<file path="config.mk">
export PLATFORM = sky130hd
export DESIGN_NAME = task_dispatcher
export DESIGN_NICKNAME = d
export VERILOG_FILES = /design/src/rtl/task_dispatcher.sv
export SDC_FILE = /design/constraint.sdc
export NUM_CORES = 2
export LEC_CHECK = 0
export ABC_AREA = 1
export CORE_UTILIZATION = 51
export CTS_CLUSTER_DIAMETER = 60
export DETAILED_ROUTE_END_ITERATION = 8
export PLACE_DENSITY_LB_ADDON = 0.3
export SLEW_MARGIN = 0
export SYNTH_ARGS = -nofsm -noshare
export SYNTH_HDL_FRONTEND = slang
export SYNTH_SLANG_ARGS = --single-unit
export TNS_END_PERCENT = 10
</file>
<file path="constraint.sdc">
create_clock -name iCLOCK -period 20.2 [get_ports iCLOCK]
set_clock_uncertainty 0.1 [all_clocks]
set_input_delay 4.04 -clock iCLOCK [delete_from_list [all_inputs] [get_ports iCLOCK]]
set_output_delay 4.04 -clock iCLOCK [all_outputs]
set_load 0.005 [all_outputs]
</file>
<file path="src/rtl/task_dispatcher.sv">
// task_dispatcher: buffers host tasks, feeds the Othello solver slots,
// flushes stale slots after reset and collects real results.
// Ports: iCLOCK/iRESET; in_* host task stream (valid/ready);
// pl_* presented task, enable and solve report; res_* result stream
// (valid/ready); busy, inflight, cnt_accepted, cnt_done status.
module task_dispatcher #(
  parameter int SLOTS  = 8,
  parameter int IDW    = 16,
  parameter int QDEPTH = 16,
  parameter int RDEPTH = 8,
  parameter int CW     = 32,
  localparam int PIW   = $clog2(SLOTS)
) (
  input  logic              iCLOCK,
  input  logic              iRESET,
  input  logic              in_valid,
  output logic              in_ready,
  input  logic [63:0]       in_player,
  input  logic [63:0]       in_opponent,
  input  logic [IDW-1:0]    in_taskid,
  output logic              pl_enable,
  output logic [63:0]       pl_player,
  output logic [63:0]       pl_opponent,
  output logic [IDW-1:0]    pl_taskid,
  input  logic              pl_solved,
  input  logic [IDW-1:0]    pl_taskid_o,
  input  logic [63:0]       pl_player_o,
  input  logic [63:0]       pl_opponent_o,
  input  logic signed [7:0] pl_res,
  input  logic [PIW-1:0]    pl_pidx,
  output logic              res_valid,
  input  logic              res_ready,
  output logic [IDW-1:0]    res_taskid,
  output logic [63:0]       res_player,
  output logic [63:0]       res_opponent,
  output logic signed [7:0] res_score,
  output logic              busy,
  output logic [PIW:0]      inflight,
  output logic [CW-1:0]     cnt_accepted,
  output logic [CW-1:0]     cnt_done
);

  localparam int QAW = $clog2(QDEPTH);
  localparam int RAW = $clog2(RDEPTH);

  localparam logic [IDW-1:0]   DUMMY_ID = '1;
  localparam logic [QAW:0]     IQ_ONE   = 1;
  localparam logic [RAW:0]     RQ_ONE   = 1;
  localparam logic [CW-1:0]    CNT_ONE  = 1;
  localparam logic [PIW:0]     IF_ONE   = 1;
  localparam logic [SLOTS-1:0] SEEN_ONE = 1;

  typedef enum logic {
    S_FLUSH,
    S_RUN
  } state_t;

  state_t r_state;

  // input queue storage and pointers (extra MSB tells full from empty)
  logic [63:0]    r_iq_p  [QDEPTH];
  logic [63:0]    r_iq_o  [QDEPTH];
  logic [IDW-1:0] r_iq_id [QDEPTH];
  logic [QAW:0]   r_iq_wr;
  logic [QAW:0]   r_iq_rd;

  // result queue storage and pointers
  logic [63:0]       r_rq_p  [RDEPTH];
  logic [63:0]       r_rq_o  [RDEPTH];
  logic [IDW-1:0]    r_rq_id [RDEPTH];
  logic signed [7:0] r_rq_s  [RDEPTH];
  logic [RAW:0]      r_rq_wr;
  logic [RAW:0]      r_rq_rd;

  logic [SLOTS-1:0] r_slot_seen;
  logic [PIW:0]     r_inflight;
  logic [CW-1:0]    r_cnt_acc;
  logic [CW-1:0]    r_cnt_done;

  logic             w_run;
  logic             w_iq_empty;
  logic             w_iq_full;
  logic             w_rq_empty;
  logic             w_rq_full;
  logic             w_in_acc;
  logic             w_solve;
  logic             w_show_head;
  logic             w_iq_pop;
  logic             w_rq_push;
  logic             w_rq_pop;
  logic [SLOTS-1:0] w_pidx_oh;
  logic [SLOTS-1:0] w_seen_nxt;
  logic [PIW:0]     w_inflight_nxt;
  logic [QAW-1:0]   w_iq_ra;
  logic [QAW-1:0]   w_iq_wa;
  logic [RAW-1:0]   w_rq_ra;
  logic [RAW-1:0]   w_rq_wa;

  assign w_run = (r_state == S_RUN);

  assign w_iq_ra = r_iq_rd[QAW-1:0];
  assign w_iq_wa = r_iq_wr[QAW-1:0];
  assign w_rq_ra = r_rq_rd[RAW-1:0];
  assign w_rq_wa = r_rq_wr[RAW-1:0];

  assign w_iq_empty = (r_iq_wr == r_iq_rd);
  assign w_iq_full  = (r_iq_wr[QAW] != r_iq_rd[QAW]) &&
                      (w_iq_wa == w_iq_ra);
  assign w_rq_empty = (r_rq_wr == r_rq_rd);
  assign w_rq_full  = (r_rq_wr[RAW] != r_rq_rd[RAW]) &&
                      (w_rq_wa == w_rq_ra);

  // solver freezes while the result queue is full (never in FLUSH)
  assign pl_enable = !w_run || !w_rq_full;
  assign w_solve   = pl_solved && pl_enable;

  // an empty queue or the flush phase presents the dummy task
  assign w_show_head = w_run && !w_iq_empty;
  assign pl_player   = w_show_head ? r_iq_p[w_iq_ra]  : '1;
  assign pl_opponent = w_show_head ? r_iq_o[w_iq_ra]  : '0;
  assign pl_taskid   = w_show_head ? r_iq_id[w_iq_ra] : DUMMY_ID;

  assign w_iq_pop  = w_show_head && w_solve;
  assign w_rq_push = w_run && w_solve && (pl_taskid_o != DUMMY_ID);

  // full test uses the registered count only: a same-cycle pop
  // does not open a slot for the incoming task
  assign in_ready = !w_iq_full;
  assign w_in_acc = in_valid && in_ready;

  assign res_valid    = !w_rq_empty;
  assign res_taskid   = r_rq_id[w_rq_ra];
  assign res_player   = r_rq_p[w_rq_ra];
  assign res_opponent = r_rq_o[w_rq_ra];
  assign res_score    = r_rq_s[w_rq_ra];
  assign w_rq_pop     = res_valid && res_ready;

  assign w_pidx_oh  = SEEN_ONE << pl_pidx;
  assign w_seen_nxt = r_slot_seen | (w_solve ? w_pidx_oh : '0);

  always_comb begin
    w_inflight_nxt = r_inflight;
    if (w_iq_pop && !w_rq_push) begin
      w_inflight_nxt = r_inflight + IF_ONE;
    end else if (!w_iq_pop && w_rq_push) begin
      w_inflight_nxt = r_inflight - IF_ONE;
    end
  end

  assign busy = !w_iq_empty || (r_inflight != '0) ||
                !w_rq_empty || !w_run;

  assign inflight     = r_inflight;
  assign cnt_accepted = r_cnt_acc;
  assign cnt_done     = r_cnt_done;

  // queue payload storage; contents are don't-care until written
  always_ff @(posedge iCLOCK) begin
    if (w_in_acc) begin
      r_iq_p[w_iq_wa]  <= in_player;
      r_iq_o[w_iq_wa]  <= in_opponent;
      r_iq_id[w_iq_wa] <= in_taskid;
    end
    if (w_rq_push) begin
      r_rq_p[w_rq_wa]  <= pl_player_o;
      r_rq_o[w_rq_wa]  <= pl_opponent_o;
      r_rq_id[w_rq_wa] <= pl_taskid_o;
      r_rq_s[w_rq_wa]  <= pl_res;
    end
  end

  always_ff @(posedge iCLOCK) begin
    if (iRESET) begin
      r_state     <= S_FLUSH;
      r_iq_wr     <= '0;
      r_iq_rd     <= '0;
      r_rq_wr     <= '0;
      r_rq_rd     <= '0;
      r_slot_seen <= '0;
      r_inflight  <= '0;
      r_cnt_acc   <= '0;
      r_cnt_done  <= '0;
    end else begin
      if (w_in_acc) begin
        r_iq_wr   <= r_iq_wr + IQ_ONE;
        r_cnt_acc <= r_cnt_acc + CNT_ONE;
      end
      if (w_iq_pop) begin
        r_iq_rd <= r_iq_rd + IQ_ONE;
      end
      if (w_rq_push) begin
        r_rq_wr    <= r_rq_wr + RQ_ONE;
        r_cnt_done <= r_cnt_done + CNT_ONE;
      end
      if (w_rq_pop) begin
        r_rq_rd <= r_rq_rd + RQ_ONE;
      end
      r_inflight <= w_inflight_nxt;
      unique case (r_state)
        S_FLUSH: begin
          // every slot must report once so stale work is drained
          r_slot_seen <= w_seen_nxt;
          if (&w_seen_nxt) begin
            r_state <= S_RUN;
          end
        end
        S_RUN: begin
          r_state <= S_RUN;
        end
        default: begin
          r_state <= S_FLUSH;
        end
      endcase
    end
  end

endmodule
</file>
Yosys cells after proc, flatten, opt, wreduce, memory -nomap -nowiden
Memory sizes are Yosys's and may differ from the RTL's. A register that Yosys moved wholly into a read port is not among the register bits.
Cells that the tools add are included.
{ "totals": {"ff_bits": 95, "ram_bits": 3520, "out_inout_bits": 368, "memories": 7} }
{ "classes": {"add_sub_neg": 8, "eq_ne": 7, "n_shift": 1, "mux": 26, "bitwise_logic": 2, "n_reduce_logical": 25} }
{ "mem_list": {"columns": ["name", "depth", "word_bits", "rd", "rd_clocked_by_memory_dff", "write_ports", "line_no", "rtl"], "rows": [
  ["r_iq_o", 16, 64, 1, 1, 1, "62", "logic [63:0] r_iq_o [QDEPTH];"],
  ["r_iq_p", 16, 64, 1, 1, 1, "61", "logic [63:0] r_iq_p [QDEPTH];"],
  ["r_rq_o", 8, 64, 1, 1, 1, "69", "logic [63:0] r_rq_o [RDEPTH];"],
  ["r_rq_p", 8, 64, 1, 1, 1, "68", "logic [63:0] r_rq_p [RDEPTH];"],
  ["r_iq_id", 16, 16, 1, 1, 1, "63", "logic [IDW-1:0] r_iq_id [QDEPTH];"],
  ["r_rq_id", 8, 16, 1, 1, 1, "70", "logic [IDW-1:0] r_rq_id [RDEPTH];"],
  ["+1 memories", null, null, null, null, null, null, null]
]} }
{ "ops": {"columns": ["operator", "count"], "rows": [
  ["$mux 64", 2],
  ["$add 32x1->32 const B", 2],
  ["$mux 4", 8],
  ["$mux 3", 8],
  ["$mux 16", 1],
  ["$ne 16x16->1 const B", 1],
  ["$add 4x1->4 const B", 3],
  ["$logic_and 1x1->1", 11],
  ["$add 5x1->5 const B", 2],
  ["$eq 4x4->1", 2],
  ["$mux 8", 1],
  ["$or 8x8->8", 1],
  ["$reduce_and 8->1", 1],
  ["$shl 1x3->8 const A", 1],
  ["$logic_not 1->1", 7],
  ["$eq 5x5->1", 1],
  ["$mux 1", 5],
  ["$logic_or 1x1->1", 4],
  ["$reduce_bool 4->1", 1],
  ["$sub 4x1->4 const B", 1],
  ["$eq 3x3->1", 1],
  ["$ne 1x1->1", 2],
  ["$pmux 1 s2", 1],
  ["$reduce_bool 2->1", 1],
  ["$not 1->1", 1]
]} }

Logic depth before layout (Yosys ltp)
{ "logic_depth": {"ltp_word": 10, "ltp_mapped": 19} }

Least setup slack after synthesis
OpenSTA, ideal clock, no wires.
{ "synth_path": {"kind": "input to register", "from": "in pl_solved", "to": "mem r_rq_id[6][0], enable pin", "arrival_ps": 15028, "required_time_ps": 19249, "path_slack_ps": 4221, "cell_stages": 5, "path_buffers": 1, "path_cell_list": "clkbuf_8 -> nand2_4 -> nor3_4 -> nand2_1 -> nor3_1"} }
{ "synth_between": {"elab_chain_cells": 5} }
{ "synth_lines": {"columns": ["element", "line_no", "rtl"], "rows": [
  ["start: declaration", "25", "input logic pl_solved,"],
  ["$logic_and 1x1->1", "115", "assign w_solve = pl_solved && pl_enable;"],
  ["$logic_and 1x1->1 (2 in series)", "124", "assign w_rq_push = w_run && w_solve && (pl_taskid_o != DUMMY_ID);"],
  ["$mux 1", "164", "if (w_rq_push) begin"],
  ["$mux 1 (implied by the code)", "167", "r_rq_id[w_rq_wa] <= pl_taskid_o;"],
  ["end: declaration", "70", null]
]} }
Every way passes these cells.

==> metrics.txt <==
clock-pin slew on the worst setup and hold paths 60 ps; synth unique cells 54; Critical Path Max Stage Delay 860 ps; Clock H-tree levels 5; vias in the first global route 88,700; top-count cell post-synth edfxtp_1; Root Buffer clkbuf_16; TritonRoute pass-1 iters 6; area fraction of the dominant cell type after synthesis 74.6%; final wirelength 384 mm; total negative setup slack 0 ps; Syn Inst Count 10,800; GRT overflow 0; post-synth top area cell edfxtp_1; main combinational cell family by area after synthesis compound AO/OA/AOI/OAI gates; Synth area leaders edfxtp_1 75%, nor2_1 5.4%, o21ai_0 5.1%, nand2_1 2.6%, o22ai_1 1.6%; CP top delay family buffers and inverters; adder-cell share of the synthesized area 0.120%; CP arrival 6860 ps; CTS hold repair buffers 0; most used cell, CP buf_4; # setup viols final 0; number of nets with antenna violations after routing 0; Main synth FF type edfxtp_1; Max Fanout on Critical Path 125; Crit Path Class register to output pin; PwrDens 95.7 mW/mm²; largest net degree at the start of global routing 276; HPWL after DPL 190 mm; Startpoint Class register; flops & latches, synth 3,622; Tmin final 11,000 ps; CTS Buf Count 370; Post-synth top cells 3,520 x edfxtp_1, 2,026 x nor2_1, 1,456 x o21ai_0, 994 x nand2_1, 435 x clkbuf_1; max frequency 90.9 MHz; initial antenna violation count 95; Post-CTS Setup Repair Bufs 0; worst-skew pair later-pin latency 940 ps; CP Cell Sequence inv_8, buf_4, buf_4, buf_4, o21ai_0, o22ai_1, nor2_1, o21ai_0, clkdlybuf4s50_1; CP bufs+invs 5; Initial Util 51.2%; Relative slew margins 6.83%; Crit. End Element output pin; Iter 0 DRT Violations 10,100; Synth Area in Compound Gates 11.0%; synthesized area 0.142 mm²; Vert. Die Dim 529 µm; area added between synthesis and finish 15.2%; post-CTS resize count 0; Max Transition Viols Final 0; vias per inst 6.06; Top Ports 672; number of flops mapped to enable cells by yosys 3,520; worst vdd ir 0.0793 mV; Hold Violations, Final 0; Hold Path Class register to register; via count 92,400; layout cells sized above 1 6.16%; fraction of registers with async set/reset 0%; Crit path required time 16,060 ps; YS warnings 0; Worst path slowest cell buf_4; average routed wire per standard cell 25.2 µm; GR Util All Layers 26.6%; fin crit share 54.5%; unrepaired setup endpoints after global routing no; status finished, final reports clean; Max clock buf depth 4; Placer Congestion 0.847; Simple-Gate Fraction of Synth Area 9.90%; mux contribution to synthesized area 0%; Post-Synth XOR/XNOR Area 0.278%; Port Buffers 671; first-pass GRT wire length 562 mm; Synthesized Nets 11,100; placed cell area 0.151 mm²; leakage dissipation 53.0 nW; non-filler instance count after layout 15,200; nets 11,500; core area 0.276 mm²; register area share after synthesis 76.0%; Worst Tran Pin Value 1400 ps; # rows 193; CTS sink count 3,622; final instance area 0.163 mm²; drt drc 0; Overall Power 15.6 mW; max-cap viol count 0; overall die area 0.280 mm²; chip width 529 µm; # placed instances 14,500; worst hold margin 377 ps; Mapped Avg Cell Area 13.2 µm²; CTS tree done
==> sequential cells by signal, indices dropped and copies added, names as in the netlist, named ones only <==
| name | cells |
|---|---|
| r_rq_s | 64 |
| r_iq_rd | 5 |
| r_rq_o | 512 |
| r_rq_p | 512 |
| r_rq_wr | 4 |
| r_iq_o | 1024 |
| r_rq_id | 128 |
| inflight | 4 |
| r_rq_rd | 4 |
| r_iq_id | 256 |
| r_iq_p | 1024 |
| r_iq_wr | 5 |
| r_slot_seen | 8 |
| cnt_accepted | 32 |
| cnt_done | 32 |
| r_state | 1 |
==> worst paths after layout <==
check / start / to / slack (ps) / depth (start not counted)
max: register / pl_player[55] / 9200 / 9
min: r_slot_seen[1] / r_slot_seen[1] / 380 / 2
max reg2reg: r_iq_wr[3] / r_iq_o[6][22] / 14610 / 9
min reg2reg: r_slot_seen[1] / r_slot_seen[1] / 380 / 2
==> worst register-to-register path, stage by stage, from the launching register on <==
cell and delay [ps]:
dfxtp_1 500, xor2_1 180, nor2_1 80, nand3b_1 270
nand2_1 200, inv_1 800, nand2_1 500, nor2_4 890
buf_4 870, buf_4 820
==> layout by cell type, fill, tap and decap left out, drive strengths merged, types with 14 or more instances in the layout <==
cell              n
dfxtp           102
clkinvlp         16
a21oi           301
nand4            14
nand3           422
diode            53
o211ai           75
inv             112
a221oi           28
a221o            33
buf             113
clkdlybuf4s50   670
bufinv           35
o22ai           367
o221ai          198
edfxtp         3520
clkinv          172
xnor2            14
nand2           997
xor2             31
a32o             31
clkbuf          443
nor3             49
o21ai          1464
nor2           2029
a31oi           171
==> kinds of logic (layout without fill, tap and decap cells) <==
family                   after synthesis  after routing
other                                  0             53
XOR/XNOR                              45             45
AO/OA/AOI/OAI                       2700           2700
adder cells (fa/ha/maj)               13             13
buffers and inverters                848           1561
flip-flops                          3622           3622
AND/OR/NAND/NOR                     3535           3535
==> through the flow <==
step / util (%) / worst slack [ps]
final: 59.0 / 9200
after global routing: 59.0 / 8960
after CTS: 59.0 / 9260
after detailed placement: 54.7 / 10250
after global placement: 54.7 / 10310
after floorplan: - / 4220
==> routing by layer <==
layer	track usage, %	vias up	routed length (µm)
met1	36.1	46300	152000
met3	5.39	767	37100
met2	41.9	4421	179000
met4	11.3	68	15100
li1	-	40900	-
met5	0	-	404
==> layout make-up <==
type	instances	area [µm²]
tap	3705	4640
inverter	96	422
clock inverter	239	2390
clock buffer	443	9610
fill	20800	113000
multi-input combinational	6293	30400
antenna	53	133
timing repair buffer	783	7890
sequential	3622	108000
==> power by group <==
group          switching [mW]  internal (mW)
combinational           0.364          0.200
clock                    2.87           3.86
sequential             0.0199           8.30
Note: power is estimated with default switching activity, not from simulation.
